### src/rtl/pwm_ramp_pkg.sv
// Shared definitions for the multi-channel PWM ramp ADC.
//   max_cnt(nbits) : terminal value of an nbits-wide period counter
//   cw_of(nch)     : channel-index width, never narrower than 1 bit
//   result_t       : output slice payload {chan, value} at maximum widths
package pwm_ramp_pkg;

  localparam int unsigned RES_W  = 16;
  localparam int unsigned CHAN_W = 3;

  typedef struct packed {
    logic [CHAN_W-1:0] chan;
    logic [RES_W-1:0]  value;
  } result_t;

  function automatic int unsigned max_cnt(input int unsigned nbits);
    return (32'd1 << nbits) - 32'd1;
  endfunction

  function automatic int unsigned cw_of(input int unsigned nch);
    return (nch <= 1) ? 32'd1 : 32'($clog2(nch));
  endfunction

endpackage

### src/rtl/pwm_ramp_channel.sv
// One ramp-ADC channel: period counter, ramp register, registered PWM,
// lvds synchroniser with rising-edge detect, per-sweep capture, pending
// flag and sticky overrun.
//   clk_i, rst_i   : clock, synchronous active-high reset
//   enable_i       : run; 0 freezes counters, ramp, sweep and edge capture
//   step_i         : ramp increment per PWM period
//   lvds_i         : asynchronous comparator input
//   grant_i        : arbiter is loading res_o into the output slice
//   pwm_o          : registered PWM
//   res_o, pend_o  : captured result and its pending flag
//   overrun_o      : sticky, set when a capture hits an unread result
module pwm_ramp_channel
  import pwm_ramp_pkg::*;
#(
  parameter int unsigned      NBITS       = 8,
  parameter int unsigned      SYNC_STAGES = 2,
  parameter logic [NBITS-1:0] PCNT_INIT   = '0
) (
  input  logic             clk_i,
  input  logic             rst_i,
  input  logic             enable_i,
  input  logic [NBITS-1:0] step_i,
  input  logic             lvds_i,
  input  logic             grant_i,
  output logic             pwm_o,
  output logic [NBITS-1:0] res_o,
  output logic             pend_o,
  output logic             overrun_o
);

  localparam logic [NBITS-1:0] MAX = NBITS'(max_cnt(NBITS));

  logic [NBITS-1:0]       pcnt_q, pcnt_d, ramp_q, ramp_d, res_q, res_d;
  logic                   pwm_q, pwm_d, pend_q, pend_d, ovr_q, ovr_d;
  logic                   swept_q, swept_d, prev_q;
  logic [SYNC_STAGES-1:0] sync_q;
  logic [NBITS:0]         sum;
  logic                   period_end, sweep_end, rise, cap;

  always_comb begin
    sum        = {1'b0, ramp_q} + {1'b0, step_i};
    period_end = enable_i && (pcnt_q == MAX);
    sweep_end  = period_end && sum[NBITS];
    rise       = sync_q[SYNC_STAGES-1] && !prev_q;
    // swept_q marks that this sweep already produced its result; the wrap
    // itself captures MAX only when no edge did so earlier. Capture reads
    // ramp_q, i.e. the value before any same-cycle ramp update.
    cap        = enable_i && !swept_q && (rise || sweep_end);
    pcnt_d     = enable_i ? pcnt_q + NBITS'(1) : pcnt_q;
    ramp_d     = period_end ? sum[NBITS-1:0] : ramp_q;
    pwm_d      = enable_i && (pcnt_q < ramp_q);
    swept_d    = sweep_end ? 1'b0 : (swept_q || cap);
    res_d      = cap ? (rise ? ramp_q : MAX) : res_q;
    // A capture in the same cycle as the grant re-arms pend without overrun.
    pend_d     = cap || (pend_q && !grant_i);
    ovr_d      = ovr_q || (cap && pend_q && !grant_i);
  end

  always_ff @(posedge clk_i) begin
    if (rst_i) begin
      pcnt_q  <= PCNT_INIT;
      ramp_q  <= '0;
      res_q   <= '0;
      pwm_q   <= 1'b0;
      pend_q  <= 1'b0;
      ovr_q   <= 1'b0;
      swept_q <= 1'b0;
      sync_q  <= '0;
      prev_q  <= 1'b0;
    end else begin
      pcnt_q  <= pcnt_d;
      ramp_q  <= ramp_d;
      res_q   <= res_d;
      pwm_q   <= pwm_d;
      pend_q  <= pend_d;
      ovr_q   <= ovr_d;
      swept_q <= swept_d;
      sync_q  <= {sync_q[SYNC_STAGES-2:0], lvds_i};
      prev_q  <= sync_q[SYNC_STAGES-1];
    end
  end

  assign pwm_o     = pwm_q;
  assign res_o     = res_q;
  assign pend_o    = pend_q;
  assign overrun_o = ovr_q;

endmodule

### src/rtl/multi_pwm_ramp_adc.sv
// Multi-channel PWM ramp ADC top: NCH channels, round-robin arbiter and a
// single-register valid/ready output slice.
//   clk_i, rst_i          : clock, synchronous active-high reset
//   enable_i              : global run
//   step_i                : ramp increment per PWM period
//   lvds_i[NCH]           : asynchronous comparator inputs
//   pwm_o[NCH]            : registered PWM outputs
//   adc_value_o/adc_chan_o: result and its channel
//   adc_valid_o/adc_ready_i: output handshake
//   overrun_o[NCH]        : sticky per-channel overrun flags
module multi_pwm_ramp_adc
  import pwm_ramp_pkg::*;
#(
  parameter  int unsigned NBITS       = 8,
  parameter  int unsigned NCH         = 2,
  parameter  int unsigned SYNC_STAGES = 2,
  localparam int unsigned CW          = cw_of(NCH)
) (
  input  logic             clk_i,
  input  logic             rst_i,
  input  logic             enable_i,
  input  logic [NBITS-1:0] step_i,
  input  logic [NCH-1:0]   lvds_i,
  output logic [NCH-1:0]   pwm_o,
  output logic [NBITS-1:0] adc_value_o,
  output logic [CW-1:0]    adc_chan_o,
  output logic             adc_valid_o,
  input  logic             adc_ready_i,
  output logic [NCH-1:0]   overrun_o
);

  logic [NBITS-1:0] res [NCH];
  logic [NCH-1:0]   pend, grant;
  result_t          slice_q, slice_d;
  logic             valid_q, valid_d;
  logic [CW-1:0]    rr_q, rr_d, gidx, cand;
  logic             load, found;
  logic             unused_hi;

  for (genvar k = 0; k < NCH; k++) begin : g_ch
    pwm_ramp_channel #(
      .NBITS      (NBITS),
      .SYNC_STAGES(SYNC_STAGES),
      .PCNT_INIT  (NBITS'(k * ((1 << NBITS) / NCH)))
    ) u_ch (
      .clk_i    (clk_i),
      .rst_i    (rst_i),
      .enable_i (enable_i),
      .step_i   (step_i),
      .lvds_i   (lvds_i[k]),
      .grant_i  (grant[k]),
      .pwm_o    (pwm_o[k]),
      .res_o    (res[k]),
      .pend_o   (pend[k]),
      .overrun_o(overrun_o[k])
    );
  end

  always_comb begin
    // Slice may load when empty or when its content leaves this cycle.
    load  = !valid_q || adc_ready_i;
    found = 1'b0;
    gidx  = '0;
    cand  = '0;
    for (int unsigned i = 1; i <= NCH; i++) begin
      cand = CW'((32'(rr_q) + i) % NCH);
      if (!found && pend[cand]) begin
        found = 1'b1;
        gidx  = cand;
      end
    end
    grant   = '0;
    valid_d = valid_q;
    slice_d = slice_q;
    rr_d    = rr_q;
    if (load) begin
      valid_d = found;
      if (found) begin
        grant[gidx]   = 1'b1;
        slice_d.chan  = CHAN_W'(gidx);
        slice_d.value = RES_W'(res[gidx]);
        rr_d          = gidx;
      end
    end
  end

  always_ff @(posedge clk_i) begin
    if (rst_i) begin
      valid_q <= 1'b0;
      slice_q <= '0;
      rr_q    <= CW'(NCH - 1);
    end else begin
      valid_q <= valid_d;
      slice_q <= slice_d;
      rr_q    <= rr_d;
    end
  end

  assign adc_valid_o = valid_q;
  assign adc_value_o = slice_q.value[NBITS-1:0];
  assign adc_chan_o  = slice_q.chan[CW-1:0];
  // Payload bits above the configured widths are always zero.
  assign unused_hi   = ^{slice_q.value >> NBITS, slice_q.chan >> CW};

endmodule

### config.mk
export PLATFORM = sky130hd
export DESIGN_NAME = multi_pwm_ramp_adc
export DESIGN_NICKNAME = d
export VERILOG_FILES = /design/src/rtl/pwm_ramp_pkg.sv /design/src/rtl/pwm_ramp_channel.sv /design/src/rtl/multi_pwm_ramp_adc.sv
export SDC_FILE = /design/constraint.sdc
export NUM_CORES = 1
export LEC_CHECK = 0
export ABC_AREA = 1
export CAP_MARGIN = 30
export CORE_MARGIN = 3
export CORE_UTILIZATION = 49
export DETAILED_ROUTE_END_ITERATION = 10
export GPL_TIMING_DRIVEN = 0
export HOLD_SLACK_MARGIN = 0.05
export PLACE_DENSITY_LB_ADDON = 0.15
export SLEW_MARGIN = 20
export SYNTH_ARGS = -nofsm -noshare
export SYNTH_HDL_FRONTEND = slang
export SYNTH_SLANG_ARGS = --single-unit
### constraint.sdc
create_clock -name clk_i -period 4.04 [get_ports clk_i]
set_input_delay 0.808 -clock clk_i [delete_from_list [all_inputs] [get_ports clk_i]]
set_output_delay 0.808 -clock clk_i [all_outputs]
set_load 0.005 [all_outputs]
==> results.cfg <==
[timing]
finalHoldWorstSlack_ps = 407.5
fin_skew_ps = 8.404
maxSlewViolCount = 0
fin_tns_setup_ps = 0
finalWorstPathRequiredPeriod_ps = 2631
relSlewSlack_pct = 56.99
worst_pin_slew_ps = 645.1
setup_viol_count_final = 0
timing_hold_violations_final = 0
post-route-period-util_pct = 65.11
rsz0062_at_grt = false
timing.fmax_mhz = 380.2

[power]
cellLeakagePower_nw = 2.157
cell_internal_pwr_mw = 1.095
areal_power_density_over_the_cells_nw_per_um2 = 327.6
sw_frac_of_total_pct = 24.13
p_total_mw = 1.443
combinationalPowerShare_pct = 8.7
seq_power_share_pct = 52.0
vdd.ir_drop.worst_v = 0.0002150
pwr-share-clk_pct = 39.4
switching_power_mw = 0.3480

[layout]
post_layout_net_count = 593
leading_cell_types_in_the_layout_fill_and_taps_excluded = inv_1 (86), nand2_1 (73), dfxtp_1 (73)
seqCellArea_um2 = 1461
mostFrequentLayoutCell = inv_1
multi_input_area_um2 = 1916
fillerInstances = 713
share_of_post_route_cells_with_drive_strength_above_1_pct = 6.000
areaGrowthSynthToFinish_pct = 15.49
num_antenna_cells = 0

[critical_path]
worstRegToRegCells = 11
endpoint_kind = register
worst_setup_path_category = in2reg
crit_path_max_fanout = 10
critical_path.reg2reg.startpoint = g_ch[1].u_ch.ramp_q[0]$_SDFFE_PP0P_
timing.critical_path.arrival_ps = 2870
r2r_setup_slack_ps = 2000
start_kind = primary input
critical_path_required_ps = 4280
regToRegEndpoint = g_ch[1].u_ch.res_o[2]$_SDFFE_PP0P_

[detailed_routing]
initialDrtViolationCount = 163
wire_per_inst_um = 13.15
first_pass_iters = 5
detail_route.vias_per_cell = 5.142
dr_total_vias = 3337
drt.antenna.violating_nets = 0
drc = 0
detail_route.wirelength_um = 8532

[synth]
synth_warnings = 0
syn_inst = 507
synth.area.top_cells = dfxtp_1 (38%), ha_1 (11%), inv_1 (8.5%), a21oi_1 (8.1%), nand2_1 (7.2%)
synth_fp_nets = 555
synth_top_area_share_pct = 38.33
ys_ff_latch = 73
post-synth-top-area-cell = dfxtp_1
ys_seq_area_share_pct = 38.33
synth.lib_cells_used.distinct = 32
syn-mean-instance-area_um2 = 7.520
synth.cell_area_um2 = 3812

[clocking]
worst_skew_pair.late_latency_ps = 340
path_clk_slew_ps = 80
root_buffer = clkbuf_8
hold_buffers = 0
numClockSinks = 73
cts_repair_resize_count = 0
cts_post_setup_buffers_inserted = 0
clockBufferDepth = 2
cts-buffers-inserted = 9
tritoncts = done
cts.htree.levels = 3

[run_status]
outcome = completed

[grt]
grt-ovfl-total = 0
grt_pass1_vias = 3067
grt_start_max_net_pins = 13
grt_util_all_layers_pct = 21.06
wire_length_of_the_first_global_routing_pass_um = 14410
antenna_found_initial = 0

[worst_hold_path]
start_point_of_the_worst_min_delay_path = g_ch[1].u_ch.sync_q[0]$_SDFF_PP0_
hold_path.class = reg2reg
hold-path-endpoint = g_ch[1].u_ch.sync_q[1]$_SDFF_PP0_
hold_path_depth = 2

[floorplan]
initial_core_utilization_pct = 51.46
dieWidth_um = 94.21
die-area_um2 = 8875
die_height_um = 94.21
floorplan.rows = 31
io-pin-count = 28
core_um2 = 7408

[flow_run]
maxCapViolCount = 0

[placed_design]
hpwl_um = 6598
routabilityCongestion = 0.9459
port_buffers = 27
critical path, cell delays in order:
cell and delay, ps:
clkdlybuf4s50_1 450, ha_1 240, fa_1 420, nand3_1 100
nand3_1 140, nand2_1 90, nand2_1 70, nand3_1 80
nand2_1 70, buf_4 180, o21bai_1 130, inv_1 60
cells by family (layout without fill, tap and decap cells):
group                    count (synthesis)  after routing  synth area share, %
flip-flops                              73             73                38.33
adder cells (fa/ha/maj)                 34             34                11.55
AND/OR/NAND/NOR                        146            146                16.25
buffers and inverters                  105            148                11.42
AO/OA/AOI/OAI                          141            141                20.61
XOR/XNOR                                 8              8                1.838
power by group through the flow:
stage	registers (mW)	clock network [mW]	logic (mW)
floorplan	0.764	0	0.0742
global placement	0.766	0	0.123
detailed placement	0.767	0	0.125
CTS	0.750	0.588	0.126
global route	0.752	0.626	0.141
finish	0.750	0.568	0.125
through the flow:
step,util [%],cells,area (µm²),worst slack (ps)
3_3_place_gp,56.78,633,4207,1076
5_1_grt,59.43,649,4403,1206
2_1_floorplan,-,507,3812,1751
6_report,59.43,649,4403,1409
3_5_place_dp,56.78,633,4207,1067
4_1_cts,59.43,649,4403,1426
area by class of cell:
cell class	instances	share of cell area, %
sequential	73	33.19
clock buffer	11	3.211
timing repair buffer	27	6.138
tap	99	2.813
buffer	17	2.387
clock inverter	5	1.250
inverter	88	7.502
multi-input combinational	329	43.51
worst max path at each step:
| stage | start | to | slack (ps) | depth (start not counted) |
|---|---|---|---|---|
| after global routing | step_i[0] | g_ch[1].u_ch.res_o[2]$_SDFFE_PP0P_ | 1210 | 12 |
| after CTS | step_i[0] | g_ch[1].u_ch.res_o[2]$_SDFFE_PP0P_ | 1430 | 12 |
| after global placement | step_i[0] | g_ch[1].u_ch.swept_q$_SDFF_PP0_ | 1080 | 12 |
| after detailed placement | step_i[0] | g_ch[1].u_ch.swept_q$_SDFF_PP0_ | 1070 | 12 |
| after floorplan | step_i[0] | g_ch[1].u_ch.swept_q$_SDFF_PP0_ | 1750 | 11 |
| final | step_i[0] | g_ch[1].u_ch.res_o[2]$_SDFFE_PP0P_ | 1410 | 12 |
state kept, by name (all words and copies together), names as in the netlist:
register	count
g_ch.u_ch.prev_q	2
g_ch.u_ch.res_o	16
g_ch.u_ch.pwm_o	2
adc_valid_o	1
adc_value_o	8
rr_q	1
adc_chan_o	1
g_ch.u_ch.swept_q	2
g_ch.u_ch.ramp_q	16
g_ch.u_ch.pend_o	2
g_ch.u_ch.sync_q	4
g_ch.u_ch.overrun_o	2
g_ch.u_ch.pcnt_q	16
synthesized netlist by cell type:
| master | count |
|---|---|
| nor4_1 | 1 |
| a2111o_1 | 2 |
| nor3b_1 | 1 |
| a21oi_2 | 2 |
| nor3_4 | 1 |
| a21o_1 | 1 |
| nand3_1 | 25 |
| fa_1 | 2 |
| nor3_1 | 4 |
| nand2_1 | 73 |
| a31oi_1 | 2 |
| a21boi_0 | 2 |
| a21oi_1 | 62 |
| buf_1 | 1 |
| o21ai_1 | 2 |
| o211ai_1 | 1 |
| ha_1 | 32 |
| o21bai_1 | 19 |
| o21ai_0 | 48 |
| nor3_2 | 1 |
| buf_6 | 2 |
| clkbuf_1 | 5 |
| buf_2 | 3 |
| and2_1 | 1 |
| inv_2 | 2 |
| dfxtp_1 | 73 |
| xnor2_1 | 8 |
| nand2_2 | 1 |
| inv_1 | 86 |
| nand4_1 | 2 |
| nor2_1 | 36 |
| buf_4 | 6 |
metal layers:
layer / part of all wire [%] / global-route usage (%) / up-vias / routed length (µm)
met5: 0 / 0 / - / 0
met4: 2.3 / 9.266 / 0 / 195
met3: 4.4 / 3.285 / 13 / 375
met2: 47 / 34.99 / 77 / 3984
met1: 47 / 26.87 / 1520 / 3977
li1: - / - / 1727 / -
(Power assumes the default switching activity.)
